`src/rtl/vga_timing_gen_pkg.sv`:
```
// Shared 640x480@60 timing constants and the coordinate type.
// The pixel generator uses the same constants, so they live here.
package vga_timing_pkg;

    localparam int unsigned H_DISPLAY = 640;
    localparam int unsigned H_FRONT   = 16;
    localparam int unsigned H_SYNC    = 96;
    localparam int unsigned H_BACK    = 48;
    localparam int unsigned V_DISPLAY = 480;
    localparam int unsigned V_FRONT   = 10;
    localparam int unsigned V_SYNC    = 2;
    localparam int unsigned V_BACK    = 33;
    localparam int unsigned CLK_DIV   = 4;

    localparam int unsigned H_TOTAL      = H_DISPLAY + H_FRONT + H_SYNC + H_BACK;
    localparam int unsigned V_TOTAL      = V_DISPLAY + V_FRONT + V_SYNC + V_BACK;
    localparam int unsigned HS_START     = H_DISPLAY + H_FRONT;
    localparam int unsigned HS_END       = HS_START + H_SYNC - 1;
    localparam int unsigned VS_START     = V_DISPLAY + V_FRONT;
    localparam int unsigned VS_END       = VS_START + V_SYNC - 1;
    localparam int unsigned FRAME_TICK_Y = V_DISPLAY + 1;
    localparam int unsigned X_MAX        = H_TOTAL - 1;
    localparam int unsigned Y_MAX        = V_TOTAL - 1;

    localparam int unsigned COORD_W = 10;
    typedef logic [COORD_W-1:0] coord_t;

    // Inclusive window test used for the sync pulse decodes.
    function automatic logic in_range(input coord_t v, input coord_t lo, input coord_t hi);
        return (v >= lo) && (v <= hi);
    endfunction

endpackage

```
`src/rtl/vga_timing_gen_pixel_tick_div.sv`:
```
// Pixel-rate strobe: one clk high out of every CLK_DIV system clocks.
module pixel_tick_div #(
    parameter int unsigned CLK_DIV = vga_timing_pkg::CLK_DIV
) (
    input  logic clk,
    input  logic reset,
    output logic p_tick
);
    import vga_timing_pkg::*;

    localparam int unsigned   DW       = (CLK_DIV > 1) ? $clog2(CLK_DIV) : 1;
    localparam logic [DW-1:0] DIV_LAST = DW'(CLK_DIV - 1);

    logic [DW-1:0] div;

    // Free-running divider, wraps after CLK_DIV-1.
    always_ff @(posedge clk) begin
        if (reset)
            div <= '0;
        else if (div == DIV_LAST)
            div <= '0;
        else
            div <= div + DW'(1);
    end

    assign p_tick = (div == DIV_LAST);

endmodule

```
`src/rtl/vga_timing_gen.sv`:
```
// VGA raster timing: pixel/line counters plus registered sync, blanking
// and frame strobe outputs, all aligned to the counters they describe.
module vga_timing_gen #(
    parameter int unsigned H_DISPLAY = vga_timing_pkg::H_DISPLAY,
    parameter int unsigned H_FRONT   = vga_timing_pkg::H_FRONT,
    parameter int unsigned H_SYNC    = vga_timing_pkg::H_SYNC,
    parameter int unsigned H_BACK    = vga_timing_pkg::H_BACK,
    parameter int unsigned V_DISPLAY = vga_timing_pkg::V_DISPLAY,
    parameter int unsigned V_FRONT   = vga_timing_pkg::V_FRONT,
    parameter int unsigned V_SYNC    = vga_timing_pkg::V_SYNC,
    parameter int unsigned V_BACK    = vga_timing_pkg::V_BACK,
    parameter int unsigned CLK_DIV   = vga_timing_pkg::CLK_DIV
) (
    input  logic       clk,
    input  logic       reset,
    output logic       p_tick,
    output logic [9:0] x,
    output logic [9:0] y,
    output logic       video_on,
    output logic       hsync,
    output logic       vsync,
    output logic       frame_tick
);
    import vga_timing_pkg::*;

    localparam coord_t X_LAST = coord_t'(H_DISPLAY + H_FRONT + H_SYNC + H_BACK - 1);
    localparam coord_t Y_LAST = coord_t'(V_DISPLAY + V_FRONT + V_SYNC + V_BACK - 1);
    localparam coord_t X_VIS  = coord_t'(H_DISPLAY);
    localparam coord_t Y_VIS  = coord_t'(V_DISPLAY);
    localparam coord_t HS_LO  = coord_t'(H_DISPLAY + H_FRONT);
    localparam coord_t HS_HI  = coord_t'(H_DISPLAY + H_FRONT + H_SYNC - 1);
    localparam coord_t VS_LO  = coord_t'(V_DISPLAY + V_FRONT);
    localparam coord_t VS_HI  = coord_t'(V_DISPLAY + V_FRONT + V_SYNC - 1);
    localparam coord_t FT_Y   = coord_t'(V_DISPLAY + 1);

    coord_t x_next;
    coord_t y_next;

    pixel_tick_div #(.CLK_DIV(CLK_DIV)) u_div (
        .clk    (clk),
        .reset  (reset),
        .p_tick (p_tick)
    );

    // Next raster position; advances only on the pixel strobe.
    always_comb begin
        x_next = x;
        y_next = y;
        if (p_tick) begin
            if (x == X_LAST) begin
                x_next = '0;
                y_next = (y == Y_LAST) ? '0 : y + coord_t'(1);
            end else begin
                x_next = x + coord_t'(1);
            end
        end
    end

    // Counters and decodes share one register stage; decoding the next
    // position keeps sync/blank changes in the same clk as x/y.
    always_ff @(posedge clk) begin
        if (reset) begin
            x          <= '0;
            y          <= '0;
            video_on   <= 1'b1;
            hsync      <= 1'b1;
            vsync      <= 1'b1;
            frame_tick <= 1'b0;
        end else begin
            x          <= x_next;
            y          <= y_next;
            video_on   <= (x_next < X_VIS) && (y_next < Y_VIS);
            hsync      <= !in_range(x_next, HS_LO, HS_HI);
            vsync      <= !in_range(y_next, VS_LO, VS_HI);
            frame_tick <= p_tick && (x_next == '0) && (y_next == FT_Y);
        end
    end

endmodule

```
`config.mk`:
```
export PLATFORM = sky130hd
export DESIGN_NAME = vga_timing_gen
export DESIGN_NICKNAME = d
export VERILOG_FILES = /design/src/rtl/vga_timing_gen_pkg.sv /design/src/rtl/vga_timing_gen_pixel_tick_div.sv /design/src/rtl/vga_timing_gen.sv
export SDC_FILE = /design/constraint.sdc
export NUM_CORES = 1
export LEC_CHECK = 0
export CORE_ASPECT_RATIO = 1.4
export CORE_UTILIZATION = 32
export CTS_BUF_LIST = sky130_fd_sc_hd__clkbuf_16
export CTS_CLUSTER_DIAMETER = 200
export DETAILED_ROUTE_END_ITERATION = 8
export PLACE_DENSITY = 0.5
export SETUP_SLACK_MARGIN = 0.2
export SKIP_CTS_REPAIR_TIMING = 1
export SLEW_MARGIN = 20
export SYNTH_ARGS = -nofsm -noshare
export SYNTH_HDL_FRONTEND = slang
export SYNTH_SLANG_ARGS = --single-unit
```
`constraint.sdc`:
```
create_clock -name clk -period 2.86 [get_ports clk]
set_input_delay 0.429 -clock clk [delete_from_list [all_inputs] [get_ports clk]]
set_output_delay 0.429 -clock clk [all_outputs]
set_load 0.01 [all_outputs]
```
==> results of run 1 <==
==> per-layer routing <==
layer	track usage [%]	vias up	routed length (µm)
li1	-	733	-
met1	19.55	695	1721
met2	29.45	31	2068
met3	1.849	7	93
met4	6.198	0	85
met5	0	-	0
==> registers in the layout (all words and copies together), names as in the netlist <==
register,flops
video_on,1
y,10
hsync,1
u_div.div,2
x,10
frame_tick,1
vsync,1
==> area by class of cell <==
class / instances / area, µm² / share of cell area [%]
clock inverter: 1 / 3.754 / 0.1957
clock buffer: 3 / 75.07 / 3.914
sequential: 26 / 520.5 / 27.14
multi-input combinational: 146 / 947.2 / 49.38
tap: 62 / 77.57 / 4.044
inverter: 3 / 11.26 / 0.5871
timing repair buffer: 29 / 282.8 / 14.74
==> worst register-to-register path: cells and delay by family (launching register included) <==
family / cells / cell delay, ns
AO/OA/AOI/OAI: 1 / 0.16
adder cells (fa/ha/maj): 1 / 0.40
flip-flops: 1 / 0.42
multiplexers: 1 / 0.23
AND/OR/NAND/NOR: 4 / 1.08
==> where the power goes <==
| part | switching [mW] | internal (mW) | total, mW |
|---|---|---|---|
| Sequential | 0.00311 | 0.367 | 0.370 |
| Combinational | 0.0163 | 0.0131 | 0.0293 |
| Clock | 0.120 | 0.187 | 0.307 |
| Total | 0.139 | 0.567 | 0.706 |
==> kinds of logic (layout without fill, tap and decap cells) <==
group,after synthesis,after routing,share of synthesized area [%]
xor+xnor,10,10,5.609
fa+ha+maj,4,4,3.205
compound gates,34,34,13.94
flops,26,26,33.33
mux,2,2,1.362
buf+inv,20,36,6.169
simple gates,96,96,36.38
==> worst max path at each step <==
stage / from / endpoint / slack (ns) / depth (start not counted)
after floorplan: y[0] / frame_tick / 0.65 / 9
after global placement: x[0] / vsync / 0.38 / 7
after detailed placement: x[0] / vsync / 0.35 / 7
after CTS: x[0] / vsync / 0.34 / 7
after global routing: x[0] / frame_tick / 0.24 / 7
final: x[0] / vsync / 0.46 / 7
==> stage by stage <==
stage	cells	instance area [µm²]	hold WS (ns)	util, %
floorplan	192	1562	0.4043	-
global placement	266	1837	0.4108	39.86
detailed placement	266	1837	0.4202	39.86
CTS	270	1916	0.4298	41.57
global route	270	1918	0.4623	41.62
finish	270	1918	0.4266	41.62
==> cells in the final DEF (no fill, tap or decap), drive strengths merged, types with 2 or more instances in the layout <==
master	synthesis	layout
nand4	10	10
inv	3	3
o21ai	9	9
xnor2	6	6
clkdlybuf4s50	0	26
nand3b	5	5
xor2	4	4
nor4	4	4
nand3	12	12
and3	4	4
ha	4	4
a32oi	2	2
dfxtp	26	26
or3	2	2
nor2	19	19
nor3	12	12
a21oi	12	12
clkbuf	9	3
buf	8	3
nor3b	2	2
nand2	14	14
nor2b	3	3
nand2b	3	3
==> summary.txt, run 1 <==
YOSYS
----------------------------------------------------------------------------------------------------
Netlist area before placement                                                               1561 µm²
Area share of the largest cell type after synthesis                                           33.33%
Unique cell type count in the Yosys netlist                                                       45
Number of synthesized flops with an enable pin                                                     0
Yosys warning count                                                                                0
Synth Area per Inst                                                                        8.133 µm²
Top cells by count, synth                                                               sky130_fd_sc_hd__dfxtp_1 (26), sky130_fd_sc_hd__nor2_1 (19), sky130_fd_sc_hd__nand2_1 (14)
Most used standard cell by instance count after synthesis                               sky130_fd_sc_hd__dfxtp_1
Seq/Total Area, Yosys                                                                         33.33%
Cells after Synth                                                                                192
Most instantiated flip-flop cell in the synthesis netlist                               sky130_fd_sc_hd__dfxtp_1
Proportion of register bits with asynchronous set or reset after synthesis                        0%
Post-Synthesis Net Count                                                                         198
Library cell with the largest summed area after synthesis                               sky130_fd_sc_hd__dfxtp_1
Flop and latch count out of synthesis                                                             26
Dominant cells by area after synthesis                                                  sky130_fd_sc_hd__dfxtp_1 (33%), sky130_fd_sc_hd__nor2_1 (4.6%), sky130_fd_sc_hd__nand4_1 (4.0%)

WORST SETUP PATH
----------------------------------------------------------------------------------------------------
Cell seen most often among critical-path stages                                         sky130_fd_sc_hd__nand3_1
FF-to-FF Start                                                                                  x[0]
Endpoint type of the worst setup path                                                       register
Critical path arrival                                                                        2.53 ns
Standard cell with the maximum stage delay on the critical path                         sky130_fd_sc_hd__or3_1
Depth of the most critical reg-to-reg path                                                         7
Worst reg-to-reg setup slack                                                                 0.46 ns
Type of the worst setup path                                                                 reg2reg
CP Data Required Time                                                                        2.99 ns
Crit-path max FO                                                                                  10
List of cells traversed by the critical path                                            ha_1, nand3_1, or3_1, nor2_2, a32oi_1, mux2i_1, nand3_1
Startpoint Class                                                                            register
Number of buffers and inverters on the critical path                                               0
Top Family by Delay on Critical Path                                                    simple AND/OR/NAND/NOR gates
FF-to-FF End                                                                                   vsync
Maximum cell stage delay along the critical path                                             0.50 ns

PLACE
----------------------------------------------------------------------------------------------------
I/O Buffers                                                                                       26
RD Place Congestion                                                                           0.8166
Final HPWL DP                                                                               2.921 mm
Worst slack at placement                                                                   0.3480 ns

STA
----------------------------------------------------------------------------------------------------
Unrepaired setup endpoints after global routing                                                false
Worst slew margin                                                                             66.12%
Achievable Freq                                                                            416.5 MHz
Number of failing setup endpoints in the final timing report                                       0
Transition time of the tightest slew-check pin                                             0.5066 ns
Final Skew                                                                               0.002957 ns
Worst Setup Slack, final                                                                   0.4590 ns
Fin Setup TNS                                                                                   0 ns
Pins Over Slew Limit                                                                               0
Final Critical Period                                                                       2.401 ns
Period utilisation layout                                                                     83.95%
Hold violation count in the final report                                                           0

CTS
----------------------------------------------------------------------------------------------------
Clock-pin slew reported for the worst setup and hold paths after clock tree synthesis        0.06 ns
Total clock buffers created by CTS                                                                 3
CTS Root Buffer Type                                                                    sky130_fd_sc_hd__clkbuf_16
Clock latency at the later pin of the worst-skew pair                                        0.26 ns
Total number of clock tree sinks                                                                  26
Maximum clock path buffer count                                                                    2
TritonCTS clock tree                                                                            done
H-tree Lvls                                                                                        1

ROUTE
----------------------------------------------------------------------------------------------------
Number of detailed-routing iterations run before antenna repair                                    4
Final wirelength                                                                            3.967 mm
Per-cell routed wire length                                                                 14.69 µm
Number of antenna-violating nets in the routed design                                              0
Remaining routing DRC violations                                                                   0
Total via count after detailed routing                                                         1,466
Average via count per standard cell                                                            5.430
Iter 0 DRT Violations                                                                             78

GRT
----------------------------------------------------------------------------------------------------
Overall track demand over capacity in global routing                                          16.61%
Sum of overflow across all layers after global routing                                             0
Number of antenna violations at the first check in global routing                                  0
Maximum number of pins on one net before global-route repair                                      20
First-pass GRT wire length                                                                  6.527 mm
Vias in the first global route                                                                 1,394

POWER AND IR DROP
----------------------------------------------------------------------------------------------------
Leakage                                                                                    0.5938 nW
Worst voltage drop across the vdd grid                                                   0.0001691 V
Power density over the cells                                                            368.2 nW/µm²
Total power                                                                                0.7062 mW

FLOORPLAN
----------------------------------------------------------------------------------------------------
Die footprint                                                                               5167 µm²
Effective utilization at floorplan                                                            33.89%
Die height                                                                                  84.66 µm
Floorplan core area                                                                         4608 µm²
Die width                                                                                   61.04 µm
I/O pin total                                                                                     27
Num rows                                                                                          29

WORST HOLD PATH
----------------------------------------------------------------------------------------------------
Hold wc startpoint                                                                      u_div.div[0]
Capture endpoint of the worst hold path                                                 u_div.div[0]
Hold WC Path Type                                                                            reg2reg
Hold depth                                                                                         1

FINISH
----------------------------------------------------------------------------------------------------
Fillers                                                                                          494
Final #Nets                                                                                      215
Area growth from synthesis to layout                                                          22.84%
Share of post-route cells with drive strength above 1                                         7.212%
Antenna diode count                                                                                0

RUN
----------------------------------------------------------------------------------------------------
Maxcap violations                                                                                  0

STATUS
----------------------------------------------------------------------------------------------------
Result of the run                                                                       finished clean

Note: power is estimated with default switching activity, not from simulation.
==> inputs of run 2 (changes only) <==
Settings changed: PLACE_DENSITY 0.5 to 0.52.
Clock period 2.86 ns to 2.1 ns, I/O delays scaled along.
==> run 2 against run 1 <==
Net effect: global-route usage rose by 2.2 points; sequential cell count stayed put; hold slack better by 0.0050 ns; critical path depth decreased by 1; utilization increased by 7.8 points; final area grew 19%; critical path type unchanged.
==> summary.txt, run 2 (same netlist as run 1, synthesis figures left out) <==
WORST HOLD PATH
----------------------------------------------------------------------------------------------------
Capture endpoint of the worst hold path                                                 u_div.div[0]
Hold wc startpoint                                                                      u_div.div[0]
Hold depth                                                                                         1   unchanged
Hold WC Path Type                                                                            reg2reg

STA
----------------------------------------------------------------------------------------------------
Final Critical Period                                                                       1.935 ns   -0.4657 ns
Period utilisation layout                                                                     92.16%   +8.2 points
Transition time of the tightest slew-check pin                                             0.3638 ns   -0.1427 ns
Final Skew                                                                               0.002684 ns   -0.0002728 ns
Hold violation count in the final report                                                           0   unchanged
Worst Setup Slack, final                                                                   0.1647 ns   -0.2943 ns
Worst slew margin                                                                             75.53%   +9.4 points
Pins Over Slew Limit                                                                               0   unchanged
Achievable Freq                                                                            516.7 MHz   +24%
Unrepaired setup endpoints after global routing                                                 true
Number of failing setup endpoints in the final timing report                                       0   unchanged

FINISH
----------------------------------------------------------------------------------------------------
Sequential cell area                                                                       545.5 µm²   +4.8%
Final #Nets                                                                                      244   +13%
Number of cells in the finished layout apart from fillers                                        299   +11%
Fillers                                                                                          462   -6.5%
Highest-count cells in the layout ignoring fill and taps                                sky130_fd_sc_hd__buf_4 (28), sky130_fd_sc_hd__clkdlybuf4s50_1 (25), sky130_fd_sc_hd__nor2_1 (16), sky130_fd_sc_hd__nand2_1 (14), sky130_fd_sc_hd__dfxtp_1 (14)
Most common cell after layout, fill and taps aside                                      sky130_fd_sc_hd__buf_4
Area growth from synthesis to layout                                                          45.99%
Share of post-route cells with drive strength above 1                                         29.96%   +23 points
Antenna diode count                                                                                0   unchanged
Registers with the highest flip-flop counts                                             x: 10 flops, y: 10 flops, u_div.div: 2 flops
Area occupied by multi-input gates                                                          1044 µm²   +10%

GRT
----------------------------------------------------------------------------------------------------
Vias in the first global route                                                                 1,604   +15%
Grt peak-use layer                                                                              met2
Number of antenna violations at the first check in global routing                                  0   unchanged
Met3 global-route usage                                                                       2.928%   +1.1 points
Sum of overflow across all layers after global routing                                             0   unchanged
Maximum number of pins on one net before global-route repair                                      22   +10%
Overall track demand over capacity in global routing                                          18.77%   +2.2 points
Met1 track demand over resource                                                               22.79%   +3.2 points
First-pass GRT wire length                                                                  7.431 mm   +14%
Met2 track demand over resource in global routing                                             32.21%   +2.8 points

PLACE
----------------------------------------------------------------------------------------------------
Worst slack at placement                                                                  0.04326 ns   -0.3047 ns
RD Place Congestion                                                                           0.8088   -0.96%
DP Cell Count                                                                                    284   +6.8%
Final HPWL DP                                                                               3.130 mm   +7.2%
I/O Buffers                                                                                       26   unchanged

WORST SETUP PATH
----------------------------------------------------------------------------------------------------
Type of the worst setup path                                                                 reg2reg
Standard cell with the maximum stage delay on the critical path                         sky130_fd_sc_hd__or4b_4
Top Family by Delay on Critical Path                                                    simple AND/OR/NAND/NOR gates
List of cells traversed by the critical path                                            or4b_4, nor3_4, o2bb2ai_2, nor4b_4, nand2_1, nor4_2
Crit-path max FO                                                                                   4   -6
Worst reg-to-reg setup slack                                                                 0.16 ns   -0.29 ns
Number of buffers and inverters on the critical path                                               0   unchanged
Critical path arrival                                                                        2.11 ns   -0.42 ns
Startpoint Class                                                                            register
Depth of the most critical reg-to-reg path                                                         6   -1
Endpoint type of the worst setup path                                                       register
CP Data Required Time                                                                        2.27 ns   -0.72 ns
FF-to-FF Start                                                                                  y[6]
FF-to-FF End                                                                              frame_tick
Maximum cell stage delay along the critical path                                             0.56 ns   +0.06 ns

FLOORPLAN
----------------------------------------------------------------------------------------------------
Die footprint                                                                               5167 µm²   unchanged
I/O pin total                                                                                     27   unchanged
Effective utilization at floorplan                                                            33.89%   unchanged
Floorplan core area                                                                         4608 µm²   unchanged
Die width                                                                                   61.04 µm   unchanged
Num rows                                                                                          29   unchanged
Die height                                                                                  84.66 µm   unchanged

POWER AND IR DROP
----------------------------------------------------------------------------------------------------
Leakage                                                                                    0.7990 nW   +35%
Seq pwr share                                                                                  51.6%   -0.8 points
Fraction of power consumed by the clock network                                                43.4%   about the same
Power density over the cells                                                            426.5 nW/µm²   +16%
Portion of total power attributed to combinational logic                                        4.9%   +0.7 points
Internal power summed over all cells                                                       0.7751 mW   +37%
Total power                                                                                0.9722 mW   +38%
Power dissipated by switching net loads                                                    0.1971 mW   +41%
Worst voltage drop across the vdd grid                                                   0.0001761 V   +4.1%
Proportion of total power due to net switching                                                20.27%   +0.55 points

CTS
----------------------------------------------------------------------------------------------------
Clock-pin slew reported for the worst setup and hold paths after clock tree synthesis        0.06 ns   about the same
H-tree Lvls                                                                                        1   unchanged
Maximum clock path buffer count                                                                    2   unchanged
Total number of clock tree sinks                                                                  26   unchanged
TritonCTS clock tree                                                                            done
CTS Root Buffer Type                                                                    sky130_fd_sc_hd__clkbuf_16
Clock latency at the later pin of the worst-skew pair                                        0.26 ns   about the same
Total clock buffers created by CTS                                                                 3   unchanged

ROUTE
----------------------------------------------------------------------------------------------------
Per-cell routed wire length                                                                 14.97 µm   +1.9%
Remaining routing DRC violations                                                                   0   unchanged
Iter 0 DRT Violations                                                                             73   -6.4%
Total via count after detailed routing                                                         1,568   +7.0%
Average via count per standard cell                                                            5.244   -3.4%
Final wirelength                                                                            4.477 mm   +13%
Number of detailed-routing iterations run before antenna repair                                    4   unchanged
Number of antenna-violating nets in the routed design                                              0   unchanged

STATUS
----------------------------------------------------------------------------------------------------
Result of the run                                                                       finished clean

RUN
----------------------------------------------------------------------------------------------------
Maxcap violations                                                                                  0   unchanged

run 2: worst max path at each step:
stage | endpoint | cells past startpoint | start
final | frame_tick | 6 | y[6]
after global routing | frame_tick | 6 | y[4]
after CTS | frame_tick | 7 | y[1]
after detailed placement | frame_tick | 8 | u_div.div[0]
after global placement | frame_tick | 8 | u_div.div[0]
after floorplan | frame_tick | 9 | y[0]
run 2: per-stage QoR:
step / TNS [ns] / hold WS [ns] / instance area [µm²] / utilization (%)
floorplan: 0 / 0.3987 / 1592 / -
global placement: -0.05183 / 0.4163 / 1981 / 42.98
detailed placement: 0 / 0.4212 / 1981 / 42.98
CTS: -0.01367 / 0.4307 / 2059 / 44.69
global route: 0 / 0.4428 / 2280 / 49.47
finish: 0 / 0.4316 / 2280 / 49.47
run 2: routing by layer:
metal	wire length, µm	vias to the layer above
met5	0	-
met4	63	0
met3	103	7
met2	2422	29
met1	1887	750
li1	-	782
run 2: power by group through the flow:
stage / Clock (mW) / Combinational (mW) / Sequential, mW
finish: 0.422 / 0.0478 / 0.502
global route: 0.453 / 0.0534 / 0.502
CTS: 0.440 / 0.0445 / 0.503
detailed placement: 0 / 0.0445 / 0.514
global placement: 0 / 0.0440 / 0.514
floorplan: 0 / 0.0251 / 0.515
run 2: worst register-to-register path, stage by stage (launching register included):
cell and delay (ns):
sky130_fd_sc_hd__dfxtp_4 0.35, sky130_fd_sc_hd__or4b_4 0.56, sky130_fd_sc_hd__nor3_4 0.27, sky130_fd_sc_hd__o2bb2ai_2 0.11, sky130_fd_sc_hd__nor4b_4 0.33, sky130_fd_sc_hd__nand2_1 0.10
sky130_fd_sc_hd__nor4_2 0.14
run 2: area by class of cell:
class / count / share of cell area (%)
well taps: 62 / 3.403
clock inverters: 1 / 0.1647
inverters: 3 / 0.6037
clock buffers: 3 / 3.293
multi-input cells: 146 / 45.77
repair buffers: 58 / 22.83
flip-flops and latches: 26 / 23.93
==> inputs of run 3 (changes only) <==
Settings changed: PLACE_DENSITY 0.52 to 0.5.
Clock period 2.1 ns to 2.3 ns, I/O delays scaled along.
==> run 3 against run 2 <==
Net effect: routed wire length decreased by 4.2%; via count is 0.51% lower; count of clock-buffer cells in the layout unchanged; first-iteration DRC count is 9.6% higher; global-route usage decreased by 0.58 points; final area is 4.5% lower; critical path depth unchanged; utilization fell by 2.2 points; hold slack improved by 0.068 ns; register-to-register slack improved by 0.14 ns; sequential power fell by 8.2%; largest power group unchanged.
==> summary.txt, run 3 (same netlist as run 1, synthesis figures left out) <==
STATUS
----------------------------------------------------------------------------------------------------
Result of the run                                                                       finished clean

STA
----------------------------------------------------------------------------------------------------
Pins Over Slew Limit                                                                               0   unchanged
Period utilisation layout                                                                     86.58%   -5.6 points
Achievable Freq                                                                            502.2 MHz   -2.8%
Final Critical Period                                                                       1.991 ns   +0.05607 ns
Number of failing setup endpoints in the final timing report                                       0   unchanged
Unrepaired setup endpoints after global routing                                                false
Transition time of the tightest slew-check pin                                             0.3456 ns   -0.01822 ns
Hold violation count in the final report                                                           0   unchanged
Worst slew margin                                                                             76.79%   +1.3 points
Final Skew                                                                               0.002807 ns   +0.0001227 ns
Fin Setup TNS                                                                                   0 ns   unchanged

ROUTE
----------------------------------------------------------------------------------------------------
Total via count after detailed routing                                                         1,560   -0.51%
Iter 0 DRT Violations                                                                             80   +9.6%
Final wirelength                                                                            4.287 mm   -4.2%
Remaining routing DRC violations                                                                   0   unchanged
Per-cell routed wire length                                                                 14.94 µm   -0.24%
Number of detailed-routing iterations run before antenna repair                                    4   unchanged
Number of antenna-violating nets in the routed design                                              0   unchanged
Average via count per standard cell                                                            5.436   +3.6%

WORST SETUP PATH
----------------------------------------------------------------------------------------------------
CP Data Required Time                                                                        2.48 ns   +0.21 ns
Type of the worst setup path                                                                 reg2reg
Crit-path max FO                                                                                   6   +2
Startpoint Class                                                                            register
Critical path arrival                                                                        2.18 ns   +0.07 ns
Endpoint type of the worst setup path                                                       register

PLACE
----------------------------------------------------------------------------------------------------
I/O Buffers                                                                                       26   unchanged
RD Place Congestion                                                                           0.8255   +2.1%
DP Cell Count                                                                                    279   -1.8%
Final HPWL DP                                                                               3.084 mm   -1.5%

FLOORPLAN
----------------------------------------------------------------------------------------------------
I/O pin total                                                                                     27   unchanged
Die width                                                                                   61.04 µm   unchanged
Die height                                                                                  84.66 µm   unchanged
Floorplan core area                                                                         4608 µm²   unchanged
Num rows                                                                                          29   unchanged
Die footprint                                                                               5167 µm²   unchanged
Effective utilization at floorplan                                                            33.89%   unchanged

POWER AND IR DROP
----------------------------------------------------------------------------------------------------
Leakage                                                                                    0.7217 nW   -9.7%
Power density over the cells                                                            414.2 nW/µm²   -2.9%
Power dissipated by switching net loads                                                    0.1950 mW   -1.1%
Proportion of total power due to net switching                                                21.63%   +1.4 points
Internal power summed over all cells                                                       0.7067 mW   -8.8%
Fraction of power consumed by the clock network                                                44.7%   +1.3 points
Seq pwr share                                                                                  51.1%   -0.5 points
Worst voltage drop across the vdd grid                                                   0.0002425 V   +38%
Portion of total power attributed to combinational logic                                        4.2%   -0.7 points

FINISH
----------------------------------------------------------------------------------------------------
Highest-count cells in the layout ignoring fill and taps                                sky130_fd_sc_hd__clkdlybuf4s50_1 (26), sky130_fd_sc_hd__dfxtp_1 (20), sky130_fd_sc_hd__buf_4 (20), sky130_fd_sc_hd__nor2_1 (16), sky130_fd_sc_hd__nand2_1 (14)
Fillers                                                                                          485   +5.0%
Registers with the highest flip-flop counts                                             x: 10 flops, y: 10 flops, u_div.div: 2 flops
Most common cell after layout, fill and taps aside                                      sky130_fd_sc_hd__clkdlybuf4s50_1
Share of post-route cells with drive strength above 1                                         23.56%   -6.4 points
Number of cells in the finished layout apart from fillers                                        287   -4.0%
Antenna diode count                                                                                0   unchanged
Final #Nets                                                                                      232   -4.9%
Area growth from synthesis to layout                                                          39.42%

CTS
----------------------------------------------------------------------------------------------------
H-tree Lvls                                                                                        1   unchanged
CTS Root Buffer Type                                                                    sky130_fd_sc_hd__clkbuf_16
Clock latency at the later pin of the worst-skew pair                                        0.27 ns   about the same
Total number of clock tree sinks                                                                  26   unchanged
Total clock buffers created by CTS                                                                 3   unchanged
Maximum clock path buffer count                                                                    2   unchanged
TritonCTS clock tree                                                                            done
Clock-pin slew reported for the worst setup and hold paths after clock tree synthesis        0.07 ns   about the same

GRT
----------------------------------------------------------------------------------------------------
Maximum number of pins on one net before global-route repair                                      22   unchanged
Number of antenna violations at the first check in global routing                                  0   unchanged
First-pass GRT wire length                                                                  7.113 mm   -4.3%
Overall track demand over capacity in global routing                                          18.19%   -0.58 points
Vias in the first global route                                                                 1,557   -2.9%
Sum of overflow across all layers after global routing                                             0   unchanged

WORST HOLD PATH
----------------------------------------------------------------------------------------------------
Hold WC Path Type                                                                            reg2reg

RUN
----------------------------------------------------------------------------------------------------
Maxcap violations                                                                                  0   unchanged

==> run 3: cell types whose count changed in the layout (fill, tap and decap cells not counted), moves of 2 or more <==
cell                      before  now
sky130_fd_sc_hd__xor2_1        4    2
sky130_fd_sc_hd__buf_4        28   20
sky130_fd_sc_hd__buf_6         2    0
sky130_fd_sc_hd__dfxtp_2       8    4
sky130_fd_sc_hd__dfxtp_1      14   20
sky130_fd_sc_hd__nor3_2        3    1
sky130_fd_sc_hd__xor2_2        0    2
sky130_fd_sc_hd__dfxtp_4       4    2
==> run 3: final cells by class <==
cell class	count	area [µm²]	area share [%]
multi-input cells	146	1066	48.97
flip-flops and latches	26	533.0	24.48
repair buffers	46	410.4	18.85
well taps	62	77.57	3.563
clock buffers	3	75.07	3.448
inverters	3	11.26	0.5172
clock inverters	1	3.754	0.1724
==> run 3: stage by stage <==
stage	worst slack, ns	hold WS, ns	utilization, %	power [mW]	cell area [µm²]
2_1_floorplan	0.2313	0.4043	-	0.4913	1578
3_3_place_gp	0.1603	0.4148	42.09	0.5056	1939
3_5_place_dp	0.1509	0.4236	42.09	0.5058	1939
4_1_cts	0.1074	0.4338	43.80	0.9093	2018
5_1_grt	0.2134	0.5203	47.24	0.9310	2177
6_report	0.3086	0.4993	47.24	0.9017	2177
==> run 3: final timing paths <==
kind | startpoint | endpoint | slack (ns) | cells past startpoint
setup / recovery | y[7] | frame_tick | 0.31 | 6
hold / removal | u_div.div[0] | u_div.div[0] | 0.50 | 1
setup reg to reg | y[7] | frame_tick | 0.31 | 6
hold reg to reg | u_div.div[0] | u_div.div[0] | 0.50 | 1
==> run 3: layer usage <==
metal,vias up,part of all wire [%],track usage (%)
met2,34,52,30.73
li1,759,-,-
met3,13,2.7,2.928
met4,0,3.8,10.33
met1,754,42,20.70
met5,-,0,0
==> run 3: power groups by stage <==
stage                     Sequential, mW  Combinational, mW  Clock (mW)
final                              0.461             0.0379       0.403
after global routing               0.461             0.0433       0.426
after CTS                          0.460             0.0354       0.414
after detailed placement           0.471             0.0351           0
after global placement             0.471             0.0350           0
after floorplan                    0.470             0.0211           0
==> run 3: critical path: stages (launching register included) <==
cell and delay, ns:
sky130_fd_sc_hd__dfxtp_4 0.36, sky130_fd_sc_hd__or4b_4 0.57, sky130_fd_sc_hd__nor3_4 0.30, sky130_fd_sc_hd__o2bb2ai_2 0.13, sky130_fd_sc_hd__nor4b_4 0.33, sky130_fd_sc_hd__nand2_1 0.10, sky130_fd_sc_hd__nor4_2 0.12
